<file path="config.mk">
export PLATFORM = sky130hd
export DESIGN_NAME = multicycle_control_flat
export DESIGN_NICKNAME = d
export VERILOG_FILES = /design/src/rtl/multicycle_control_if.sv /design/src/rtl/multicycle_control.sv /design/src/flat_wrapper.sv
export SDC_FILE = /design/constraint.sdc
export NUM_CORES = 1
export LEC_CHECK = 0
export ABC_AREA = 1
export CAP_MARGIN = 40
export CORE_MARGIN = 2
export CORE_UTILIZATION = 44
export CTS_BUF_LIST = sky130_fd_sc_hd__clkbuf_8
export DETAILED_ROUTE_END_ITERATION = 7
export PLACE_DENSITY = 0.88
export REMOVE_ABC_BUFFERS = 1
export SYNTH_ARGS = -nofsm -noshare
export SYNTH_HDL_FRONTEND = slang
export SYNTH_SLANG_ARGS = --single-unit
export TNS_END_PERCENT = 5
</file>
<file path="constraint.sdc">
create_clock -name clk -period 4.5 [get_ports clk]
set_input_delay 0.675 -clock clk [delete_from_list [all_inputs] [get_ports clk]]
set_output_delay 0.675 -clock clk [all_outputs]
set_load 0.02 [all_outputs]
</file>
<file path="src/rtl/multicycle_control_if.sv">
// multicycle_control_if: control-unit <-> datapath signal bundle
interface multicycle_control_if;
  logic [15:0] instr;
  logic        zero;
  logic        neg;
  logic        mem_ready;
  logic [3:0]  alu_op;
  logic        alu_src_a;
  logic [1:0]  alu_src_b;
  logic        ir_write;
  logic        pc_write;
  logic [1:0]  pc_src;
  logic        mem_read;
  logic        mem_write;
  logic        reg_write;
  logic        wb_sel;
  logic        illegal;
  logic        bus_error;
  logic        halted;
  logic [2:0]  state;
  logic [15:0] pc_inc;
  modport master (
    input  instr, zero, neg, mem_ready,
    output alu_op, alu_src_a, alu_src_b, ir_write, pc_write, pc_src, mem_read,
           mem_write, reg_write, wb_sel, illegal, bus_error, halted, state, pc_inc
  );
  modport slave (
    output instr, zero, neg, mem_ready,
    input  alu_op, alu_src_a, alu_src_b, ir_write, pc_write, pc_src, mem_read,
           mem_write, reg_write, wb_sel, illegal, bus_error, halted, state, pc_inc
  );
endinterface

</file>
<file path="src/rtl/multicycle_control.sv">
// multicycle_control: FETCH/DECODE/EXEC/MEM/WB sequencer for the 16-bit core
module multicycle_control #(
  parameter int PC_INC       = 2,
  parameter int MEM_WAIT_MAX = 255
) (
  input logic clk,
  input logic reset,
  multicycle_control_if.master bus
);
  typedef enum logic [2:0] {FETCH, DECODE, EXEC, MEM, WB, HALTED} state_t;
  state_t     cur, nxt;
  logic [7:0] cnt;
  logic [3:0] op, ex_op;
  logic [1:0] ex_b;
  logic       r_type, is_lw, is_mem, is_br, is_jmp, bad_op, taken, waiting, timeout;
  assign op      = bus.instr[15:12];
  assign r_type  = op <= 4'h5;
  assign is_lw   = op == 4'h7;
  assign is_mem  = op == 4'h7 || op == 4'h8;
  assign is_br   = op == 4'h9 || op == 4'ha;
  assign is_jmp  = op == 4'hb;
  assign bad_op  = op inside {4'hc, 4'hd, 4'he};
  assign taken   = (op == 4'h9 && bus.zero) || (op == 4'ha && bus.neg);
  assign ex_b    = op == 4'h5 ? 2'd3 : r_type ? 2'd0 : 2'd2;
  assign ex_op   = r_type ? op : 4'd0;
  assign waiting = (cur == FETCH || cur == MEM) && !bus.mem_ready;
  assign timeout = waiting && MEM_WAIT_MAX != 0 && cnt == 8'(MEM_WAIT_MAX);
  assign bus.pc_inc = 16'(PC_INC);
  assign bus.state  = reset ? 3'd0 : cur;
  always_ff @(posedge clk)
    if (reset) begin
      cur <= FETCH;
      cnt <= '0;
    end else begin
      cur <= nxt;
      cnt <= nxt != cur ? '0 : waiting ? cnt + 8'd1 : cnt;
    end
  always_comb begin
    nxt = cur;
    {bus.alu_op, bus.alu_src_a, bus.alu_src_b, bus.ir_write, bus.pc_write, bus.pc_src,
     bus.mem_read, bus.mem_write, bus.reg_write, bus.wb_sel, bus.illegal, bus.bus_error,
     bus.halted} = '0;
    case (cur)
      FETCH: begin
        bus.alu_src_b = 2'd1;
        bus.mem_read  = !timeout;
        bus.ir_write  = bus.mem_ready;
        bus.pc_write  = bus.mem_ready;
        bus.bus_error = timeout;
        nxt = bus.mem_ready ? DECODE : timeout ? HALTED : FETCH;
      end
      DECODE: begin
        bus.illegal = bad_op;
        nxt = op == 4'hf ? HALTED : bad_op ? FETCH : EXEC;
      end
      EXEC: begin
        bus.alu_src_a = !is_jmp;
        bus.alu_src_b = is_br || is_jmp ? 2'd0 : ex_b;
        bus.alu_op    = is_br ? 4'd1 : ex_op;
        bus.pc_write  = is_jmp || taken;
        bus.pc_src    = is_jmp ? 2'd2 : {1'b0, taken};
        nxt = is_mem ? MEM : op <= 4'h6 ? WB : FETCH;
      end
      MEM: begin
        // address selects stay up for the whole access
        bus.alu_src_a = 1'b1;
        bus.alu_src_b = 2'd2;
        bus.mem_read  = is_lw && !timeout;
        bus.mem_write = !is_lw && !timeout;
        bus.bus_error = timeout;
        nxt = bus.mem_ready ? (is_lw ? WB : FETCH) : timeout ? HALTED : MEM;
      end
      WB: begin
        bus.alu_src_a = 1'b1;
        bus.alu_src_b = ex_b;
        bus.alu_op    = ex_op;
        bus.reg_write = 1'b1;
        bus.wb_sel    = is_lw;
        nxt = FETCH;
      end
      HALTED: bus.halted = 1'b1;
      default: nxt = FETCH;
    endcase
    if (reset)
      {bus.alu_op, bus.alu_src_a, bus.alu_src_b, bus.ir_write, bus.pc_write, bus.pc_src,
       bus.mem_read, bus.mem_write, bus.reg_write, bus.wb_sel, bus.illegal, bus.bus_error,
       bus.halted} = '0;
  end
endmodule

</file>
<file path="src/flat_wrapper.sv">
// flat-port wrapper written by rule: the top's interface ports become plain ports
module multicycle_control_flat 
#(
  parameter int PC_INC       = 2,
  parameter int MEM_WAIT_MAX = 255
)
  (clk, reset, bus_instr, bus_zero, bus_neg, bus_mem_ready, bus_alu_op, bus_alu_src_a, bus_alu_src_b, bus_ir_write, bus_pc_write, bus_pc_src, bus_mem_read, bus_mem_write, bus_reg_write, bus_wb_sel, bus_illegal, bus_bus_error, bus_halted, bus_state, bus_pc_inc);
  multicycle_control_if bus_i ();
  input logic clk;
  input logic reset;
  input wire logic [$bits(bus_i.instr)-1:0] bus_instr;
  input wire logic [$bits(bus_i.zero)-1:0] bus_zero;
  input wire logic [$bits(bus_i.neg)-1:0] bus_neg;
  input wire logic [$bits(bus_i.mem_ready)-1:0] bus_mem_ready;
  output wire logic [$bits(bus_i.alu_op)-1:0] bus_alu_op;
  output wire logic [$bits(bus_i.alu_src_a)-1:0] bus_alu_src_a;
  output wire logic [$bits(bus_i.alu_src_b)-1:0] bus_alu_src_b;
  output wire logic [$bits(bus_i.ir_write)-1:0] bus_ir_write;
  output wire logic [$bits(bus_i.pc_write)-1:0] bus_pc_write;
  output wire logic [$bits(bus_i.pc_src)-1:0] bus_pc_src;
  output wire logic [$bits(bus_i.mem_read)-1:0] bus_mem_read;
  output wire logic [$bits(bus_i.mem_write)-1:0] bus_mem_write;
  output wire logic [$bits(bus_i.reg_write)-1:0] bus_reg_write;
  output wire logic [$bits(bus_i.wb_sel)-1:0] bus_wb_sel;
  output wire logic [$bits(bus_i.illegal)-1:0] bus_illegal;
  output wire logic [$bits(bus_i.bus_error)-1:0] bus_bus_error;
  output wire logic [$bits(bus_i.halted)-1:0] bus_halted;
  output wire logic [$bits(bus_i.state)-1:0] bus_state;
  output wire logic [$bits(bus_i.pc_inc)-1:0] bus_pc_inc;
  assign bus_i.instr = bus_instr;
  assign bus_i.zero = bus_zero;
  assign bus_i.neg = bus_neg;
  assign bus_i.mem_ready = bus_mem_ready;
  assign bus_alu_op = bus_i.alu_op;
  assign bus_alu_src_a = bus_i.alu_src_a;
  assign bus_alu_src_b = bus_i.alu_src_b;
  assign bus_ir_write = bus_i.ir_write;
  assign bus_pc_write = bus_i.pc_write;
  assign bus_pc_src = bus_i.pc_src;
  assign bus_mem_read = bus_i.mem_read;
  assign bus_mem_write = bus_i.mem_write;
  assign bus_reg_write = bus_i.reg_write;
  assign bus_wb_sel = bus_i.wb_sel;
  assign bus_illegal = bus_i.illegal;
  assign bus_bus_error = bus_i.bus_error;
  assign bus_halted = bus_i.halted;
  assign bus_state = bus_i.state;
  assign bus_pc_inc = bus_i.pc_inc;
  multicycle_control #(.PC_INC(PC_INC), .MEM_WAIT_MAX(MEM_WAIT_MAX)) u_core (.clk(clk), .reset(reset), .bus(bus_i));
endmodule
</file>
* Word level (Yosys, flattened, before mapping)
Cells that the tools add are included.
Cells by class: muxes and demuxes 43, $add $sub $neg 1, reductions and logical operators 21, magnitude comparators 2, eq/ne operators 17
Operator list (number):
- $eq A4 B4 Y1 const B | 8
- $mux W3 | 9
- $mux W1 | 17
- $mux W2 | 8
- $pmux W3 S5 | 1
- $mux W4 | 3
- $add A8 B1 Y8 const B | 1
- $eq A4 B3 Y1 const B | 2
- $eq A8 B8 Y1 const B | 1
- $le A4 B3 Y1 const B | 2
- $pmux W2 S4 | 1
- $pmux W4 S2 | 1
- $eq A3 B2 Y1 const B | 2
- $eq A3 B3 Y1 const B | 2
- $logic_and A1 B1 Y1 | 6
- $logic_or A1 B1 Y1 | 6
- $pmux W1 S2 | 3
- $reduce_or A2 Y1 | 3
- $logic_not A1 Y1 | 4
- $eq A3 B1 Y1 const B | 1
- $logic_not A3 Y1 | 1
- $ne A3 B3 Y1 | 1
- $reduce_bool A3 Y1 | 1
Word-level totals: logic and storage cells 86, output and inout port bits 37, register bits 11, input bits 21

* Depth between registers and ports, before layout
word-level depth 9, gate-level depth with buffers 13, mapped depth without buffers 12

* Least setup slack after synthesis
Ideal clock, no wire load.
path type in2out, start point input bus_instr[13], end point output bus_mem_read, stages on the path 5, data required time 3.825 ns, buffers on the path 1, arrival 2.211 ns, setup slack 1.614 ns, cell sequence buf_2 -> nand2_1 -> inv_1 -> nand2_2 -> a2111oi_0
Between the ends: word-level cells in the longest chain between the ends 4
RTL lines:
- start, declared | line flat_wrapper.sv:11 | input wire logic [$bits(bus_i.instr)-1:0] bus_instr;
- $eq A4 B3 Y1 | line multicycle_control.sv:18 | assign is_lw = op == 4'h7;
- $logic_and A1 B1 Y1 | line multicycle_control.sv:68 | bus.mem_read = is_lw && !timeout;
- $pmux W1 S2 | line multicycle_control.sv:43 | case (cur)
- $mux W1 | line multicycle_control.sv:84 | if (reset)
- end, declared | line flat_wrapper.sv:21 | output wire logic [$bits(bus_i.mem_read)-1:0] bus_mem_read;
No other way between the ends.

* Worst setup path in the final report
Same ends and word-level chain as after synthesis.

==> results.yml <==
timing:
  clock_skew_ns: 0.00797
  relSlewSlack_pct: 62.8
  fmax_mhz: 292
  grt_setup_unrepaired: "no"
  final_max_slew_viol_count: 0
  tns_ns: 0
  hold_viol_final: 0
  fin_ws_ns: 1.07
  tightest_slew_ns: 0.556
  post-route-period-util_pct: 76.2
  period_needed_ns: 3.43
  setup_viol: 0
floorplanning:
  num_io_pins: 58
  die_w_um: 54.3
  die_y_um: 54.3
  dieArea_mm2: 0.00295
  start_util_pct: 45.8
  rows: 18
  core_mm2: 0.00243
logic_synthesis:
  synth.avg_cell_area_um2: 6.29
  ys_seq_area_share_pct: 19.8
  synth_area_mm2: 0.00111
  yosys_warnings: 0
  synth_cells: 177
  ys_ff_latch: 11
  synth.distinct_cells: 33
run_status:
  status: "finished clean"
clock_network:
  ctsResizeCount: 0
  cts.sinks: 11
  cts_tree: "built"
  postCtsSetupBuffers: 0
  cts.path.max_buffers: 2
  cts_hold_buffers: 0
  clkTransAtPathRegs_ns: 0.05
  cts-root-buf: "clkbuf_8"
  cts_inserted_buffers: 3
  clock_latency_ns: 0.25
  htree_levels: 1
setup_path:
  critPathCaptureType: "output port"
  path_common_cell: "clkdlybuf4s50_1"
  worstSetupStartpointType: "primary input"
  cp_slowest_stage_delay_ns: 0.68
  critPathTopFamily: "buffers and inverters"
  required_ns: 3.83
  cp_max_fo: 8
  worst-path-buf-inv: 3
  crit_type: "primary input to output port"
  crit_chain: "clkdlybuf4s50_1, nand2_1, inv_1, nand2_2, a2111oi_0, clkdlybuf4s50_1"
  arrival_ns: 2.76
  slowest_stage: "clkdlybuf4s50_1"
placed_design:
  placed_cell_area_mm2: 0.00135
  dp_hpwl_um: 1890
  portBuffers: 28
  dp_slack_ns: 1.10
  gp_congestion: 0.889
grt:
  grt.total_usage_pct: 17.3
  gr-total-overflow: 0
  grt_pass1_wl_um: 3790
  antenna_found_initial: 0
  grt_max_degree: 16
  grt_pass1_vias: 909
finish:
  n_antenna_cell: 0
  final_nets: 228
  area_growth_pct: 25.4
  drive_gt1_share_pct: 10.2
  design_area_mm2: 0.00140
min_path:
  min_path_type: "flip-flop to flip-flop"
power:
  total_leakage_power_uw: 0.000600
  vdd_drop_max_mv: 0.148
  powerDensity_mw_per_mm2: 212
routing:
  num_vias: 1132
  routed_via_density: 4.82
  drt_iter0_drc: 26
  first_pass_iters: 4
  postRouteAntennaNets: 0
  wl_per_cell_um: 10.1
  drc: 0
  wl_um: 2370
run:
  maxCapViolCount: 0
## path summary, 6_finish.rpt
path                      start       endpoint  slack, ns  cells after the start
setup reg to reg  u_core.cur[2]  u_core.cnt[4]       2.78                     10
hold reg to reg   u_core.cnt[7]  u_core.cnt[7]       0.53                      2
setup / recovery  bus_instr[13]   bus_mem_read       1.07                      6
hold / removal    u_core.cnt[7]  u_core.cnt[7]       0.53                      2
## routing by layer
metal,GRT usage [%],wire length (µm),part of all wire (%)
met4,6.25,37,1.6
met1,23.8,1050,44
met2,26.9,1120,47
met5,0,0,0
met3,3.28,162,6.8
## synthesized netlist by cell type (all sizes together)
master / instances / area share [%]
mux2: 1 / 1.0
nand2: 38 / 15
nor4: 2 / 1.1
conb: 2 / 0.67
nor3: 5 / 2.2
and3: 1 / 0.56
o211ai: 1 / 0.67
o21bai: 1 / 1.0
buf: 18 / 12
ha: 1 / 1.1
xnor2: 3 / 2.4
o21ai: 4 / 1.8
a31oi: 3 / 1.7
clkbuf: 1 / 0.34
inv: 27 / 9.1
nand4: 4 / 2.2
nor2: 33 / 13
dfxtp: 11 / 20
a21boi: 1 / 0.67
a2111oi: 1 / 0.79
a21oi: 7 / 4.2
xor2: 4 / 3.1
a32o: 1 / 0.90
nand3: 7 / 4.7
## layout by cell type (no fill, tap or decap), types with 3 or more instances in the layout
cell type,netlist,layout
a21oi_1,6,6
a31oi_1,3,3
clkbuf_8,0,3
clkdlybuf4s50_1,0,28
conb_1,2,17
dfxtp_1,11,11
inv_1,26,27
nand2_1,31,31
nand2_2,5,5
nand3_1,5,5
nand4_1,4,4
nor2_1,28,28
nor2_2,4,4
nor3_1,5,5
o21ai_0,4,4
xnor2_1,3,3
xor2_1,4,4
## logic make-up after synthesis
kind of cell / Yosys count / share of synthesized area [%]
adder cells (fa/ha/maj): 1 / 1.12
flip-flops: 11 / 19.8
XOR/XNOR: 7 / 5.51
other: 2 / 0.674
multiplexers: 1 / 1.01
AO/OA/AOI/OAI: 19 / 11.7
buffers and inverters: 46 / 21.3
AND/OR/NAND/NOR: 90 / 38.9
## through the flow
step                      utilization (%)  std cells  power [µW]  hold WS (ns)
after floorplan                         -        173         169         0.495
after global placement               55.6        231         197         0.506
after detailed placement             55.6        231         199         0.525
after CTS                            57.4        235         299         0.538
after global routing                 57.4        235         313         0.596
final                                57.4        235         296         0.531
## worst reg2reg max path, stage by stage (launching register included)
cell and delay [ns]:
dfxtp_1 0.35, inv_1 0.20, nand3_2 0.20, nand2_4 0.14, nand2_4 0.08, nor2_1 0.16, nand2_1 0.10, nand3_1 0.09
nand2_1 0.09, nand3_4 0.14, nor2_1 0.05
## power by group
group          internal, µW  total, µW  switching [µW]
Sequential              100        104            3.60
Clock                  60.1       99.4            39.3
Combinational          32.4       93.2            60.8
## registers in the layout, summed over array words and instances, names as in the netlist
register    flops
u_core.cur      3
u_core.cnt      8
## area by class of cell
| cell class | instances | area [µm²] |
|---|---|---|
| clock buffer | 3 | 41.3 |
| multi-input combinational | 135 | 712 |
| fill | 250 | 1040 |
| timing repair buffer | 28 | 280 |
| sequential | 11 | 220 |
| tap | 30 | 37.5 |
| clock inverter | 1 | 3.75 |
| inverter | 27 | 101 |
(Power assumes the default switching activity.)
